===== src/rtl/des_key_schedule_pkg.sv =====
// Purpose : DES key-schedule constants and helpers shared by the key schedule
//           top and its PC-2 selection sub-module.
// Contents: FSM state codes, PC-1/PC-2 permutation tables, per-round shift
//           amounts, and 28-bit circular rotate helpers.
package des_key_schedule_pkg;

  // FSM state codes
  localparam logic [1:0] ST_IDLE = 2'd0;
  localparam logic [1:0] ST_RUN  = 2'd1;
  localparam logic [1:0] ST_FIN  = 2'd2;

  // PC-1: entry j (0-based) gives the DES key bit number (1 = MSB) that
  // lands in C/D bit j+1. Entries 0..27 build C, 28..55 build D.
  localparam int PC1 [56] = '{
    57, 49, 41, 33, 25, 17,  9,
     1, 58, 50, 42, 34, 26, 18,
    10,  2, 59, 51, 43, 35, 27,
    19, 11,  3, 60, 52, 44, 36,
    63, 55, 47, 39, 31, 23, 15,
     7, 62, 54, 46, 38, 30, 22,
    14,  6, 61, 53, 45, 37, 29,
    21, 13,  5, 28, 20, 12,  4
  };

  // PC-2: entry j (0-based) gives the CD bit number (1 = C MSB) that lands
  // in subkey bit j+1.
  localparam int PC2 [48] = '{
    14, 17, 11, 24,  1,  5,
     3, 28, 15,  6, 21, 10,
    23, 19, 12,  4, 26,  8,
    16,  7, 27, 20, 13,  2,
    41, 52, 31, 37, 47, 55,
    30, 40, 51, 45, 33, 48,
    44, 49, 39, 56, 34, 53,
    46, 42, 50, 36, 29, 32
  };

  // Left-shift amount for DES rounds 1..16, stored at index 0..15.
  localparam logic [1:0] SH [16] = '{
    2'd1, 2'd1, 2'd2, 2'd2, 2'd2, 2'd2, 2'd2, 2'd2,
    2'd1, 2'd2, 2'd2, 2'd2, 2'd2, 2'd2, 2'd2, 2'd1
  };

  // 28-bit circular rotate left by 1 or 2 (the only amounts DES uses).
  function automatic logic [27:0] rotl28(input logic [27:0] x, input logic [1:0] n);
    case (n)
      2'd1:    rotl28 = {x[26:0], x[27]};
      2'd2:    rotl28 = {x[25:0], x[27:26]};
      default: rotl28 = x;
    endcase
  endfunction

  // 28-bit circular rotate right by 1 or 2; undoes rotl28 for decryption.
  function automatic logic [27:0] rotr28(input logic [27:0] x, input logic [1:0] n);
    case (n)
      2'd1:    rotr28 = {x[0], x[27:1]};
      2'd2:    rotr28 = {x[1:0], x[27:2]};
      default: rotr28 = x;
    endcase
  endfunction

endpackage


===== src/rtl/des_key_schedule_pc2.sv =====
// Purpose : Combinational PC-2 selection, 56-bit C/D -> 48-bit subkey.
// Ports   : c, d (28 b each, bit 27 = DES bit 1 of the half) in;
//           k_sub (48 b, bit 47 = subkey bit 1) out.
module des_key_schedule_pc2
  import des_key_schedule_pkg::*;
(
  input  logic [27:0] c,
  input  logic [27:0] d,
  output logic [47:0] k_sub
);

  logic [55:0] cd;
  assign cd = {c, d};

  // DES bit p (1-based, MSB first) of a 56-bit vector lives at index 56-p.
  for (genvar j = 0; j < 48; j++) begin : g_pc2
    assign k_sub[47-j] = cd[56-PC2[j]];
  end

  // PC-2 drops CD bits 9, 18, 22, 25, 35, 38, 43 and 54.
  logic unused_dropped;
  assign unused_dropped = ^{cd[47], cd[38], cd[34], cd[31],
                            cd[21], cd[18], cd[13], cd[2]};

endmodule


===== src/rtl/des_key_schedule.sv =====
// Purpose : Iterative DES key schedule; streams 16 PC-2 subkeys per start,
//           K1..K16 for encrypt or K16..K1 for decrypt, over valid/ready.
// Ports   : clk, rst_n (async, active-low), start, decrypt, key[63:0] in;
//           k_ready in; k_sub[47:0], k_valid, round_idx[3:0], busy, done out.
module des_key_schedule
  import des_key_schedule_pkg::*;
(
  input  logic        clk,
  input  logic        rst_n,
  input  logic        start,
  input  logic        decrypt,
  input  logic [63:0] key,
  input  logic        k_ready,
  output logic [47:0] k_sub,
  output logic        k_valid,
  output logic [3:0]  round_idx,
  output logic        busy,
  output logic        done
);

  logic [1:0]  state;
  logic [27:0] c_reg;
  logic [27:0] d_reg;
  logic        dir;     // latched decrypt flag for the running sequence
  logic [3:0]  idx;

  // ---------------------------------------------------------------------
  // PC-1 of the incoming key. key[63] is DES bit 1, so DES bit p -> key[64-p].
  // ---------------------------------------------------------------------
  logic [55:0] key_pc1;
  for (genvar j = 0; j < 56; j++) begin : g_pc1
    assign key_pc1[55-j] = key[64-PC1[j]];
  end

  // Parity bits (DES bits 8, 16, .. 64) take no part in the schedule.
  logic unused_parity;
  assign unused_parity = ^{key[56], key[48], key[40], key[32],
                           key[24], key[16], key[8],  key[0]};

  // Encrypt starts at C1/D1 (one left shift of C0/D0). Decrypt starts at
  // C16/D16, which equals C0/D0 because the shifts sum to a full 28 turn.
  logic [27:0] c_load;
  logic [27:0] d_load;
  assign c_load = decrypt ? key_pc1[55:28] : rotl28(key_pc1[55:28], 2'd1);
  assign d_load = decrypt ? key_pc1[27:0]  : rotl28(key_pc1[27:0],  2'd1);

  // ---------------------------------------------------------------------
  // Next C/D on acceptance. While emitting position idx the registers hold
  // C(idx+1) for encrypt and C(16-idx) for decrypt; stepping to the next
  // position needs SH of round idx+2 (left) or of round 16-idx (right).
  // Package SH is 0-based, hence idx+1 and 15-idx. At idx=15 the encrypt
  // index wraps but the value is never used, as the sequence ends there.
  // ---------------------------------------------------------------------
  logic [1:0]  shift_n;
  logic [27:0] c_next;
  logic [27:0] d_next;
  assign shift_n = dir ? SH[4'd15 - idx] : SH[idx + 4'd1];
  assign c_next  = dir ? rotr28(c_reg, shift_n) : rotl28(c_reg, shift_n);
  assign d_next  = dir ? rotr28(d_reg, shift_n) : rotl28(d_reg, shift_n);

  logic accept;
  assign accept = (state == ST_RUN) && k_ready;

  // ---------------------------------------------------------------------
  // FSM, round counter and C/D registers
  // ---------------------------------------------------------------------
  always_ff @(posedge clk or negedge rst_n) begin
    if (!rst_n) begin
      state <= ST_IDLE;
      c_reg <= '0;
      d_reg <= '0;
      dir   <= 1'b0;
      idx   <= '0;
    end else begin
      case (state)
        ST_IDLE: begin
          if (start) begin
            c_reg <= c_load;
            d_reg <= d_load;
            dir   <= decrypt;
            idx   <= '0;
            state <= ST_RUN;
          end
        end
        ST_RUN: begin
          if (accept) begin
            if (idx == 4'd15) begin
              state <= ST_FIN;
            end else begin
              idx   <= idx + 4'd1;
              c_reg <= c_next;
              d_reg <= d_next;
            end
          end
        end
        ST_FIN: begin
          idx   <= '0;
          state <= ST_IDLE;
        end
        default: begin
          state <= ST_IDLE;
        end
      endcase
    end
  end

  // ---------------------------------------------------------------------
  // Outputs. The subkey is a pure function of the C/D registers, so it is
  // naturally stable while the consumer stalls.
  // ---------------------------------------------------------------------
  des_key_schedule_pc2 u_pc2 (
    .c     (c_reg),
    .d     (d_reg),
    .k_sub (k_sub)
  );

  assign k_valid   = (state == ST_RUN);
  assign busy      = (state == ST_RUN);
  assign done      = (state == ST_FIN);
  assign round_idx = idx;

endmodule


===== config.mk =====
export PLATFORM = sky130hd
export DESIGN_NAME = des_key_schedule
export DESIGN_NICKNAME = d
export VERILOG_FILES = /design/src/rtl/des_key_schedule_pkg.sv /design/src/rtl/des_key_schedule_pc2.sv /design/src/rtl/des_key_schedule.sv
export SDC_FILE = /design/constraint.sdc
export NUM_CORES = 1
export LEC_CHECK = 0
export CAP_MARGIN = 0
export CORE_ASPECT_RATIO = 1.1
export CORE_MARGIN = 2
export CORE_UTILIZATION = 40
export CTS_BUF_LIST = sky130_fd_sc_hd__clkbuf_8
export DETAILED_ROUTE_END_ITERATION = 7
export PLACE_DENSITY = 0.69
export SLEW_MARGIN = 20
export SYNTH_ARGS = -nofsm -noshare
export SYNTH_HDL_FRONTEND = slang
export SYNTH_SLANG_ARGS = --single-unit

===== constraint.sdc =====
create_clock -name clk -period 2.4 [get_ports clk]
set_input_delay 0.24 -clock clk [delete_from_list [all_inputs] [get_ports clk]]
set_output_delay 0.24 -clock clk [all_outputs]
set_load 0.05 [all_outputs]

# After elaboration in Yosys (flattened, before gate mapping)
# Memory sizes are Yosys's and may differ from the RTL's.
# Index checks and enable logic that the tools add are counted.
[word_totals] regBits=63 mem_bits_ro=64 inputBits=69 output_inout_bits=55 n_memories=2
[memory_table] name="(name not given)" depth=16 word_bits=2 read_ports=1 rd_ports_with_merged_regs=0 wr=0 line="des_key_schedule.sv:57" source="assign shift_n = dir ? SH[4'd15 - idx] : SH[idx + 4'd1];"
[memory_table] name="(name not given)" depth=16 word_bits=2 read_ports=1 rd_ports_with_merged_regs=0 wr=0 line="des_key_schedule.sv:57"
[classes] add_sub_neg=2 n_lt_le_gt_ge=2 eq_ne=10 mux=29 bitwise_logic=2 n_reduce_logical=8
[op_table] operator="$pmux W28 S2" count=6
[op_table] operator="$mux W28" count=10
[op_table] operator="$mux W2" count=8
[op_table] operator="$mux W4" count=3
[op_table] operator="$pmux W4 S3" count=1
[op_table] operator="$ge A5 B5 Y1 const B" count=2
[op_table] operator="$not A4 Y5" count=2
[op_table] operator="$reduce_and A5 Y1" count=1
[op_table] operator="$add A4 B1 Y4 const B" count=1
[op_table] operator="$eq A2 B1 Y1 const B" count=2
[op_table] operator="$eq A2 B2 Y1 const B" count=2
[op_table] operator="$eq A4 B4 Y1 const B" count=1
[op_table] operator="$ne A2 B1 Y1 const B" count=2
[op_table] operator="$ne A2 B2 Y1 const B" count=2
[op_table] operator="$pmux W2 S2" count=1
[op_table] operator="$reduce_and A4 Y1" count=1
[op_table] operator="$sub A4 B4 Y4 const A" count=1
[op_table] operator="$ne A3 B1 Y1 const B" count=1
[op_table] operator="$reduce_and A3 Y1" count=1
[op_table] operator="$reduce_bool A3 Y1" count=1
[op_table] operator="$logic_not A2 Y1" count=1
[op_table] operator="$reduce_and A2 Y1" count=1
[op_table] operator="$reduce_bool A2 Y1" count=1
[op_table] operator="$logic_and A1 B1 Y1" count=1

# Logic depth before layout (Yosys ltp)
[logic_depth] depth_word=12 mapped_depth=11

# Cells and area by module
# Synthesis repeated with hierarchy kept, for this count alone.
[hier_totals] hier_cells=650 area_unflattened_um2=5561.6
[modules_own_cells] module="des_key_schedule" instances=1 cells_per_inst=602 area_per_inst_um2=5201.2 seq_area_each_um2=1576.5
[modules_own_cells] module="des_key_schedule_pc2" instances=1 cells_per_inst=48 area_per_inst_um2=360.3 seq_area_each_um2=0.0

# Worst setup path before layout
# No wires, ideal clock.
[synth_path] path_type="reg2reg" startpoint="reg idx[1], in the netlist round_idx[1]" endpoint="reg d_reg[14]" arrival_ns=2.708 t_required_ns=2.321 slack_ns=-0.387 stages_incl_launch_ff=12 n_path_buf=3 period_less_slack_ns=2.787 cell_sequence="dfrtp_1 -> ha_1 -> buf_2 -> xor2_1 -> mux2i_1 -> a21boi_2 -> o21ai_1 -> buf_4 -> clkbuf_1 -> nor2_1 -> o32a_1 -> mux2i_1"
[synth_via] elab_chain_len=12 elab_cells_between_ends=23 classes_between="add/sub: 2; eq/ne: 5; mux: 11; bitwise: 2; reduce/logical: 1; memory: 2"
[synth_lines] element="start, declared" line="des_key_schedule.sv:25" source="logic [3:0] idx;"
[synth_lines] element="start signal, assigned" line="des_key_schedule.sv:90" source="idx <= idx + 4'd1;"
[synth_lines] element="$add A4 B1 Y4 / $sub A4 B4 Y4 (equally long branches)" line="des_key_schedule.sv:57"
[synth_lines] element="$not A4 Y5 (not written as such)" line="des_key_schedule.sv:57"
[synth_lines] element="$mem_v2 Z16 W2"
[synth_lines] element="$mux W2 (not written as such) (2 in series)" line="des_key_schedule.sv:57"
[synth_lines] element="$mux W2" line="des_key_schedule.sv:57"
[synth_lines] element="$eq A2 B2 Y1 / $eq A2 B1 Y1 (equally long branches)" line="des_key_schedule_pkg.sv:46, des_key_schedule_pkg.sv:55"
[synth_lines] element="$pmux W28 S2 (on tied branches)" line="des_key_schedule_pkg.sv:46, des_key_schedule_pkg.sv:55"
[synth_lines] element="$mux W28" line="des_key_schedule.sv:59" source="assign d_next = dir ? rotr28(d_reg, shift_n) : rotl28(d_reg, shift_n);"
[synth_lines] element="$mux W28" line="des_key_schedule.sv:87" source="if (idx == 4'd15) begin"
[synth_lines] element="$mux W28" line="des_key_schedule.sv:86" source="if (accept) begin"
[synth_lines] element="$pmux W28 S2" line="des_key_schedule.sv:75" source="case (state)"
[synth_lines] element="end signal, assigned" line="des_key_schedule.sv:79" source="d_reg <= d_load;"
[synth_lines] element="end signal, assigned" line="des_key_schedule.sv:92" source="d_reg <= d_next;"
[synth_lines] element="end, declared" line="des_key_schedule.sv:23" source="logic [27:0] d_reg;"
# Several ways; a longest one is shown, not always the timed one. The select of a mux whose other input is x is not followed.
# A chain may end at the register's enable or synchronous reset.

# Worst setup path after layout
[layout_path] startpoint="reg idx[1], in the netlist round_idx[1]" endpoint="reg c_reg[20]"
[layout_via] elab_chain_len=12 elab_cells_between_ends=23 classes_between="add/sub: 2; eq/ne: 5; mux: 11; bitwise: 2; reduce/logical: 1; memory: 2"
[layout_lines] element="$add A4 B1 Y4 / $sub A4 B4 Y4 (equally long branches)" line="des_key_schedule.sv:57"
[layout_lines] element="$not A4 Y5 (not written as such)" line="des_key_schedule.sv:57"
[layout_lines] element="$mem_v2 Z16 W2"
[layout_lines] element="$mux W2 (not written as such) (2 in series)" line="des_key_schedule.sv:57"
[layout_lines] element="$mux W2" line="des_key_schedule.sv:57"
[layout_lines] element="$eq A2 B2 Y1 / $eq A2 B1 Y1 (equally long branches)" line="des_key_schedule_pkg.sv:46, des_key_schedule_pkg.sv:55"
[layout_lines] element="$pmux W28 S2 (on tied branches)" line="des_key_schedule_pkg.sv:46, des_key_schedule_pkg.sv:55"
[layout_lines] element="$mux W28" line="des_key_schedule.sv:58" source="assign c_next = dir ? rotr28(c_reg, shift_n) : rotl28(c_reg, shift_n);"
[layout_lines] element="$mux W28" line="des_key_schedule.sv:87"
[layout_lines] element="$mux W28" line="des_key_schedule.sv:86"
[layout_lines] element="$pmux W28 S2" line="des_key_schedule.sv:75"
[layout_lines] element="end signal, assigned" line="des_key_schedule.sv:78" source="c_reg <= c_load;"
[layout_lines] element="end signal, assigned" line="des_key_schedule.sv:91" source="c_reg <= c_next;"
[layout_lines] element="end, declared" line="des_key_schedule.sv:22" source="logic [27:0] c_reg;"
# Several ways; a longest one is shown, not always the timed one. The select of a mux whose other input is x is not followed.

==> flow_summary.json <==
{
  "status": "complete, but fails checks",
  "violations": "setup timing",
  "hold_slack_ns": 0.412,
  "yosysWarnings": 0,
  "hp-class": "input port to asynchronous set/reset pin",
  "via_count": 5832,
  "use_met2_pct": 36.4,
  "met3_usage_pct": 5.03,
  "hold_violations": 0,
  "ioPinCount": 124,
  "path_delay_family": "simple AND/OR/NAND/NOR gates",
  "timing.final.crit_share_pct": 105,
  "ys_types": 40,
  "core_area_sq_mm": 0.0144,
  "crit_path_max_incr_delay_ns": 0.55,
  "drc_errors": 0,
  "slowest_stage": "or4_4",
  "final_core_util_pct": 53.7,
  "use_met1_pct": 29.8,
  "seq_area_frac_synth_pct": 26.6,
  "clock_skew_ns": 0.00953,
  "crit_path_start_kind": "flop",
  "worstSkewPairLatency_ns": 0.35,
  "start_util_pct": 41.0,
  "busiest_layer": "met2",
  "ys_seq_elements": 63,
  "rows": 46,
  "path_cells": "ha_4 > or4_4 > a21boi_2 > or3_4 > buf_12 > clkbuf_16 > nor2_1 > o32a_1 > mux2i_1",
  "cts.path.max_buffers": 2,
  "antenna_found_initial": 0,
  "final_cells": 951,
  "path_clk_slew_ns": 0.08,
  "slew_headroom_pct": 54.7,
  "required_ns": 2.67,
  "rsz0062_at_grt": "true",
  "grt_pass1_vias": 5799,
  "final_nets": 832,
  "place_worst_setup_slack_ns": -0.126,
  "avgSynthCellArea_sq_um": 8.53,
  "grt_max_degree": 64,
  "r2r_slack_ns": -0.13,
  "clock_sinks": 63,
  "worstPathMaxFanout": 8,
  "drtIter0Drc": 647,
  "netlist_instances": 694,
  "postRouteAntennaNets": 0,
  "post-dp-hpwl_mm": 11.1,
  "grt_first_pass_wirelength_mm": 29.4,
  "post-route-min-period_ns": 2.53,
  "antenna_cells": 0,
  "h-tree-depth": 3,
  "wirelength_mm": 18.8,
  "io_buffer_count": 115,
  "first_pass_iters": 5,
  "grt_overflow_total": 0,
  "netlist_area_sq_mm": 0.00592,
  "critPathCaptureType": "flop",
  "wl_per_cell_microns": 19.8,
  "die-area_sq_mm": 0.0158,
  "timing.fmax_ghz": 0.395,
  "cts_root_buf": "clkbuf_8",
  "dieWidth_microns": 120,
  "cts_tree": "done",
  "arrival_ns": 2.80,
  "cts_inserted_buffers": 9,
  "fin_ws_ns": -0.129,
  "critPathBufInv": 2,
  "synth_nets": 769,
  "final_cell_mix": "114 x mux2i_1, 111 x clkdlybuf4s50_1, 104 x nor2_1, 60 x inv_1",
  "setup_viol_count_final": 56,
  "worstMarginPinSlew_ns": 0.680,
  "critPathKind": "flop to flop",
  "cap_violations": 0,
  "die_h_microns": 132,
  "maxSlewViolCount": 0,
  "layout_commonest_cell": "mux2i_1",
  "grt_use_total_pct": 22.6,
  "gp_congestion": 0.887,
  "area_growth_pct": 31.0,
  "dpl.cell_count": 913,
  "layout-drive-gt1-share_pct": 15.7,
  "viasPerCell": 6.13
}
-- cell usage after synthesis, drive strengths merged --
library cell | count | area (sq um)
mux2 | 2 | 22.5
nor2 | 118 | 465
clkbuf | 25 | 97.6
nand2b | 2 | 12.5
or4 | 1 | 11.3
a221oi | 1 | 15.0
o21ai | 8 | 40.0
xor2 | 2 | 17.5
nand3 | 61 | 310
nor2b | 3 | 18.8
a2bb2oi | 1 | 8.76
o32a | 56 | 561
or3 | 1 | 7.51
nor3b | 1 | 7.51
xnor2 | 1 | 8.76
dlygate4sd3 | 2 | 20.0
o311ai | 56 | 490
o31ai | 1 | 7.51
a21oi | 4 | 20.0
and3 | 1 | 6.26
a211oi | 1 | 7.51
a21boi | 1 | 11.3
dfrtp | 63 | 1580
inv | 61 | 229
nand2 | 8 | 30.0
a311oi | 1 | 8.76
and2 | 1 | 6.26
dlygate4sd1 | 3 | 26.3
ha | 6 | 75.1
a221o | 1 | 10.0
buf | 85 | 628
mux2i | 116 | 1160
-- through the flow --
stage	area, sq um	setup TNS (ns)
finish	7750	-4.56
global route	7750	-11.02
CTS	7410	-1.02
detailed placement	6970	-2.05
global placement	6970	-0.740
floorplan	6010	-1.21
-- repair_timing --
| item | in CTS | in global routing |
|---|---|---|
| hold buffers | 1 | 0 |
| buffers inserted | 7 | 7 |
| endpoints found under the hold margin | 63 | 0 |
| pin swaps | 9 | 10 |
| resized for setup | 32 | 45 |
| endpoints found under the setup margin | 56 | 56 |
| gates cloned | 4 | 6 |
-- worst min-delay path: cells and delay by family --
| kind | cells | cell delay (ns) |
|---|---|---|
| buffers and inverters | 3 | 0.92 |
-- cells by family after synthesis --
family / count (synthesis) / share of synthesized area, %
DFF: 63 / 26.6
muxes: 118 / 20.0
adders and majority gates: 6 / 1.27
and+or+nand+nor: 197 / 14.8
AOI/OAI and AO/OA: 131 / 19.9
buffers and inverters: 176 / 16.9
xor gates and xnor gates: 3 / 0.444
-- cell type report --
cell class | instances | area (sq um)
clock buffer | 11 | 151
inverter | 61 | 234
timing repair buffer | 167 | 1950
fill | 1290 | 6690
multi-input combinational | 455 | 3550
tap | 192 | 240
clock inverter | 2 | 33.8
sequential | 63 | 1590
-- final timing paths --
path / startpoint / cells past startpoint / to
setup / recovery: round_idx[1]$_DFFE_PN0P_ / 9 / c_reg[20]$_DFFE_PN0P_
hold / removal: rst_n / 3 / d_reg[17]$_DFFE_PN0P_
setup reg to reg: round_idx[1]$_DFFE_PN0P_ / 9 / c_reg[20]$_DFFE_PN0P_
hold reg to reg: d_reg[18]$_DFFE_PN0P_ / 2 / d_reg[18]$_DFFE_PN0P_
max in group asynchronous: rst_n / 3 / round_idx[1]$_DFFE_PN0P_
min in group clk: k_ready / 2 / state[1]$_DFFE_PN0P_
-- per-layer routing --
layer  wire length (microns)  vias up
li1                        -     2615
met2                    9160      322
met1                    7620     2865
met5                       0        -
met4                     329        0
met3                    1740       30
Power is left out: the tool's default activity adds up to more than one toggle a clock period on the data nets, which glitch-free logic cannot reach.
